==> src/rtl/cpu_types_pkg.sv <==
// Shared CPU types: RAM word/state types and the memory arbiter FSM state,
// kept here so the cache benches can probe the arbiter state by name.
package cpu_types_pkg;

  typedef logic [31:0] word_t;

  typedef enum logic [1:0] {
    FREE   = 2'd0,
    BUSY   = 2'd1,
    ACCESS = 2'd2,
    ERROR  = 2'd3
  } ramstate_t;

  typedef enum logic [1:0] {
    IDLE   = 2'd0,
    IGRANT = 2'd1,
    DGRANT = 2'd2
  } arb_state_t;

endpackage

==> src/rtl/mem_arbiter.sv <==
// Single-port RAM arbiter between icache and dcache, D-side priority with locked
// D bursts. Define MEM_ARB_FAIR_EN to enable the instruction-fetch starvation guard.
module mem_arbiter
  import cpu_types_pkg::*;
#(
  parameter int STARVE_LIMIT = 4,
  parameter int BURST_MAX    = 2
) (
  input  logic        CLK,
  input  logic        nRST,
  input  logic        iREN,
  input  logic [31:0] iaddr,
  output logic [31:0] iload,
  output logic        iwait,
  input  logic        dREN,
  input  logic        dWEN,
  input  logic        dlock,
  input  logic [31:0] daddr,
  input  logic [31:0] dstore,
  output logic [31:0] dload,
  output logic        dwait,
  output logic        ramREN,
  output logic        ramWEN,
  output logic [31:0] ramaddr,
  output logic [31:0] ramstore,
  input  logic [31:0] ramload,
  input  logic [1:0]  ramstate
);

  localparam int BW = (BURST_MAX > 1) ? $clog2(BURST_MAX) : 1;

  if (BURST_MAX < 1 || STARVE_LIMIT < 1 || STARVE_LIMIT > 7) begin : g_param_check
    $error("mem_arbiter: BURST_MAX must be >= 1 and STARVE_LIMIT in 1..7");
  end

  arb_state_t state, nextState;
  logic [BW-1:0] burstCnt, nextBurstCnt;
  ramstate_t rstate;
  logic dReq;
  logic burstMore;
  logic favorI;

  assign rstate    = ramstate_t'(ramstate);
  assign dReq      = dREN | dWEN;
  // Another word stays inside the current grant only while the burst has room.
  assign burstMore = dlock && (int'(burstCnt) < BURST_MAX - 1);

  assign iload = ramload;
  assign dload = ramload;

`ifdef MEM_ARB_FAIR_EN
  logic [2:0] starveCnt;
  logic iDone, dDone;

  assign iDone  = (state == IGRANT) && iREN && (rstate == ACCESS);
  // A locked burst counts once, on its final word.
  assign dDone  = (state == DGRANT) && dReq && (rstate == ACCESS) && !burstMore;
  assign favorI = iREN && (int'(starveCnt) == STARVE_LIMIT);

  always_ff @(posedge CLK or negedge nRST) begin
    if (!nRST) begin
      starveCnt <= '0;
    end else if (!iREN || iDone) begin
      starveCnt <= '0;
    end else if (dDone && (int'(starveCnt) < STARVE_LIMIT)) begin
      starveCnt <= starveCnt + 3'd1;
    end
  end
`else
  assign favorI = 1'b0;
`endif

  always_ff @(posedge CLK or negedge nRST) begin
    if (!nRST) begin
      state    <= IDLE;
      burstCnt <= '0;
    end else begin
      state    <= nextState;
      burstCnt <= nextBurstCnt;
    end
  end

  always_comb begin
    nextState    = state;
    nextBurstCnt = burstCnt;
    ramREN       = 1'b0;
    ramWEN       = 1'b0;
    ramaddr      = '0;
    ramstore     = '0;
    iwait        = 1'b1;
    dwait        = 1'b1;
    case (state)
      IDLE: begin
        if (favorI) begin
          nextState = IGRANT;
        end else if (dReq) begin
          nextState    = DGRANT;
          nextBurstCnt = '0;
        end else if (iREN) begin
          nextState = IGRANT;
        end
      end
      IGRANT: begin
        ramREN  = iREN;
        ramaddr = iaddr;
        if (!iREN) begin
          nextState = IDLE;
        end else if (rstate == ACCESS) begin
          iwait     = 1'b0;
          nextState = IDLE;
        end
      end
      DGRANT: begin
        // Enables track the live request so an abort releases RAM immediately.
        ramaddr  = daddr;
        ramstore = dstore;
        ramWEN   = dWEN;
        ramREN   = dREN & ~dWEN;
        if (!dReq) begin
          nextState = IDLE;
        end else if (rstate == ACCESS) begin
          dwait = 1'b0;
          if (burstMore) begin
            nextBurstCnt = burstCnt + 1'b1;
          end else begin
            nextState = IDLE;
          end
        end
      end
      default: nextState = IDLE;
    endcase
  end

endmodule

==> config.mk <==
export PLATFORM = sky130hd
export DESIGN_NAME = mem_arbiter
export DESIGN_NICKNAME = d
export VERILOG_FILES = /design/src/rtl/cpu_types_pkg.sv /design/src/rtl/mem_arbiter.sv
export SDC_FILE = /design/constraint.sdc
export NUM_CORES = 1
export LEC_CHECK = 0
export ABC_AREA = 1
export CORE_AREA = 2 2 105 107
export CTS_CLUSTER_DIAMETER = 80
export DETAILED_ROUTE_END_ITERATION = 8
export DIE_AREA = 0 0 107 109
export PLACE_DENSITY = 0.69
export SKIP_LAST_GASP = 1
export SLEW_MARGIN = 20
export SYNTH_ARGS = -nofsm -noshare
export SYNTH_HDL_FRONTEND = slang
export SYNTH_SLANG_ARGS = --single-unit
==> constraint.sdc <==
create_clock -name CLK -period 1.97 [get_ports CLK]
set_clock_uncertainty 0.15 [all_clocks]
set_input_delay 0.197 -clock CLK [delete_from_list [all_inputs] [get_ports CLK]]
set_output_delay 0.197 -clock CLK [all_outputs]
set_load 0.01 [all_outputs]
==> metrics.yaml, run 1 <==
clk_latency_ns: 0.22
drc_errors: 0
worstPathRequired_ns: 1.62
timing.rr.start: "state[1]$_DFFE_PN0P_"
relSlewSlack_pct: 88.45
yosysSeqAreaShare_pct: 4.695
critical_path.endpoint_type: "primary output"
dpl.hpwl_um: 5092
placed_area_um2: 3053
worstSetupPathType: "reg -> out"
status: "finished, final reports clean"
final_nets: 555
finalSetupViolCount: 0
tns_ns: 0
syn_area_um2: 1599
gp_congestion: 0.6858
postSynthCellCount: 298
p_per_area_nw_per_um2: 1041
grt.overflow.total: 0
clockRootBuffer: "clkbuf_8"
arrival_ns: 1.57
cts-htree-levels: 1
antenna_found_initial: 0
worstSetupStartpointType: "flop"
grt_pass1_wl_um: 9880
diodes: 0
nFillCells: 1175
fp.dieH_um: 109
synth-seq-cells: 3
fin_area_um2: 3070
clock_path_buffers: 2
critPathMaxFanout: 20
holdWs_ns: 0.01639
area_delta_synth_final_pct: 92.02
slowest_delay_ns: 0.38
first_iter_violations: 141
io_pins: 268
postRouteAntennaNets: 0
yosys.cell_types.count: 19
core_area_um2: 10600
hold_viol: 0
r2r_end: "state[0]$_DFFE_PN0P_"
holdCritPathClass: "in -> async"
final-instance-count-excl-fill: 553
vias: 2122
grt_pass1_vias: 1972
path_clk_slew_ns: 0.03
numPortBuffers: 171
dp.cells: 543
period_share_pct: 97.24
cp_slowest_cell: "dfrtp_1"
cp-startpoint: "state[1]$_DFFE_PN0P_"
synth_fp_nets: 439
worstPathCellList: "buf_6, ha_4, buf_4, buf_12, nand2_1, inv_1, dlygate4sd2_1"
routed_wl_um: 6850
ir_worst_vdd_mv: 0.4065
rr_worst_depth: 8
grt.total_usage_pct: 10.76
rows: 38
fin_crit_ns: 1.916
cts_buffers: 3
detail_route.wl_per_cell_um: 12.39
die_area_um2: 11660
cts_sinks: 3
first_pass_iters: 4
yosysWarnings: 0
cts_tree: "done"
start_util_pct: 15.08
avgViaCountPerCell: 3.837
rsz0062_at_grt: "true"
dieWidth_um: 107
syn_area_per_cell_um2: 5.366
crit_end: "ramstore[30]"
p_leak_nw: 1.616
grt_max_degree: 21
drv_cap: 0
cts_hold_buf: 0
final_max_slew_viol_count: 0
drive_above_1_share_pct: 17.92
tightest_slew_ns: 0.1726
r2r_setup_slack_ns: 0.35
fmax_mhz: 522.0
[cells by family after synthesis]
kind of cell	count (synthesis)	synth area share, %
AO/OA/AOI/OAI	35	11.27
adder cells (fa/ha/maj)	5	3.912
AND/OR/NAND/NOR	129	33.57
flip-flops	3	4.695
buffers and inverters	126	46.56
[cell usage in the layout (no fill, tap or decap), drive strengths merged]
cell type / n
buf: 24
clkdlybuf4s15: 12
nand2: 116
dlygate4sd2: 22
clkdlybuf4s50: 103
a21oi: 33
clkbuf: 33
nand3: 6
ha: 5
dfrtp: 3
o21bai: 2
nor2: 6
nand4: 1
inv: 47
[registers in the layout, summed over array words and instances, names as in the netlist]
name and flops:
burstCnt 1, state 2
[worst min-delay path by stage]
stage | to | slack [ns] | depth (start not counted)
after CTS | burstCnt$_DFFE_PN0P_ | 0.02 | 1
after detailed placement | iload[5] | 0.24 | 0
after global routing | burstCnt$_DFFE_PN0P_ | 0.03 | 1
final | burstCnt$_DFFE_PN0P_ | 0.02 | 1
after global placement | burstCnt$_DFFE_PN0P_ | 0.24 | 1
after floorplan | burstCnt$_DFFE_PN0P_ | -0.25 | 0
[routing by layer]
metal / wire (um) / global-route usage [%] / vias up
met2: 3379 / 18.97 / 140
met4: 150 / 3.896 / 0
met5: 0 / 0 / -
li1: - / - / 1045
met1: 2503 / 11.52 / 913
met3: 817 / 4.543 / 24
[cell type report]
cell class,count,area [um2],area share [%]
Timing Repair Buffer,190,1775,57.82
Multi-Input combinational cell,169,820.8,26.73
Inverter,47,178.9,5.827
Tap cell,140,175.2,5.705
Sequential cell,3,75.07,2.445
Clock buffer,4,45.04,1.467
[power breakdown]
part,switching (mW),internal [mW]
combinational,1.52,1.39
clock,0.0447,0.138
sequential,0.0183,0.0883
[critical path, delay by kind of cell, from the launching register on]
family                     cells  cell delay, ns
buffers and inverters          5            0.73
DFF                            1            0.38
adders and majority gates      1            0.16
and+or+nand+nor                1            0.07
[metrics by stage]
step | worst slack [ns] | util [%] | power [mW]
after global routing | -0.03361 | 28.96 | 3.478
after global placement | -0.09158 | 28.79 | 2.831
after detailed placement | -0.1276 | 28.79 | 2.885
final | 0.05443 | 28.96 | 3.197
after CTS | -0.1034 | 30.07 | 3.306
after floorplan | 0.4059 | - | 1.531
[cells in the mapped netlist, drive strengths merged]
cell      n  area, um2
nand2   116      462.9
buf      79      568.0
inv      47      176.4
a21oi    33      165.2
nand3     6      35.03
nor2      6      32.53
ha        5      62.56
dfrtp     3      75.07
o21bai    2      15.01
nand4     1      6.260
[what timing repair did]
action | CTS | global route
buffers inserted | 3 | 0
resized for setup | 109 | 64
pin swaps | 2 | 0
gates cloned | 3 | 0
setup endpoints to repair | 68 | 47
(Power assumes the default switching activity.)
==> inputs of run 2 (changes only) <==
--- a/config.mk
+++ b/config.mk
@@ -10,6 +10,7 @@
 export CTS_CLUSTER_DIAMETER = 80
 export DETAILED_ROUTE_END_ITERATION = 8
 export DIE_AREA = 0 0 107 109
+export GPL_TIMING_DRIVEN = 1
 export PLACE_DENSITY = 0.69
 export SKIP_LAST_GASP = 1
 export SLEW_MARGIN = 20
==> results of run 2 <==
No change in the layout: final DEF, timing and power equal those of run 1.
==> inputs of run 3 (changes only) <==
--- a/config.mk
+++ b/config.mk
@@ -8,6 +8,7 @@
 export ABC_AREA = 1
 export CORE_AREA = 2 2 105 107
 export CTS_CLUSTER_DIAMETER = 80
+export CTS_CLUSTER_SIZE = 24
 export DETAILED_ROUTE_END_ITERATION = 8
 export DIE_AREA = 0 0 107 109
 export GPL_TIMING_DRIVEN = 1
==> results of run 3 <==
No change in the layout: final DEF, timing and power equal those of run 1.
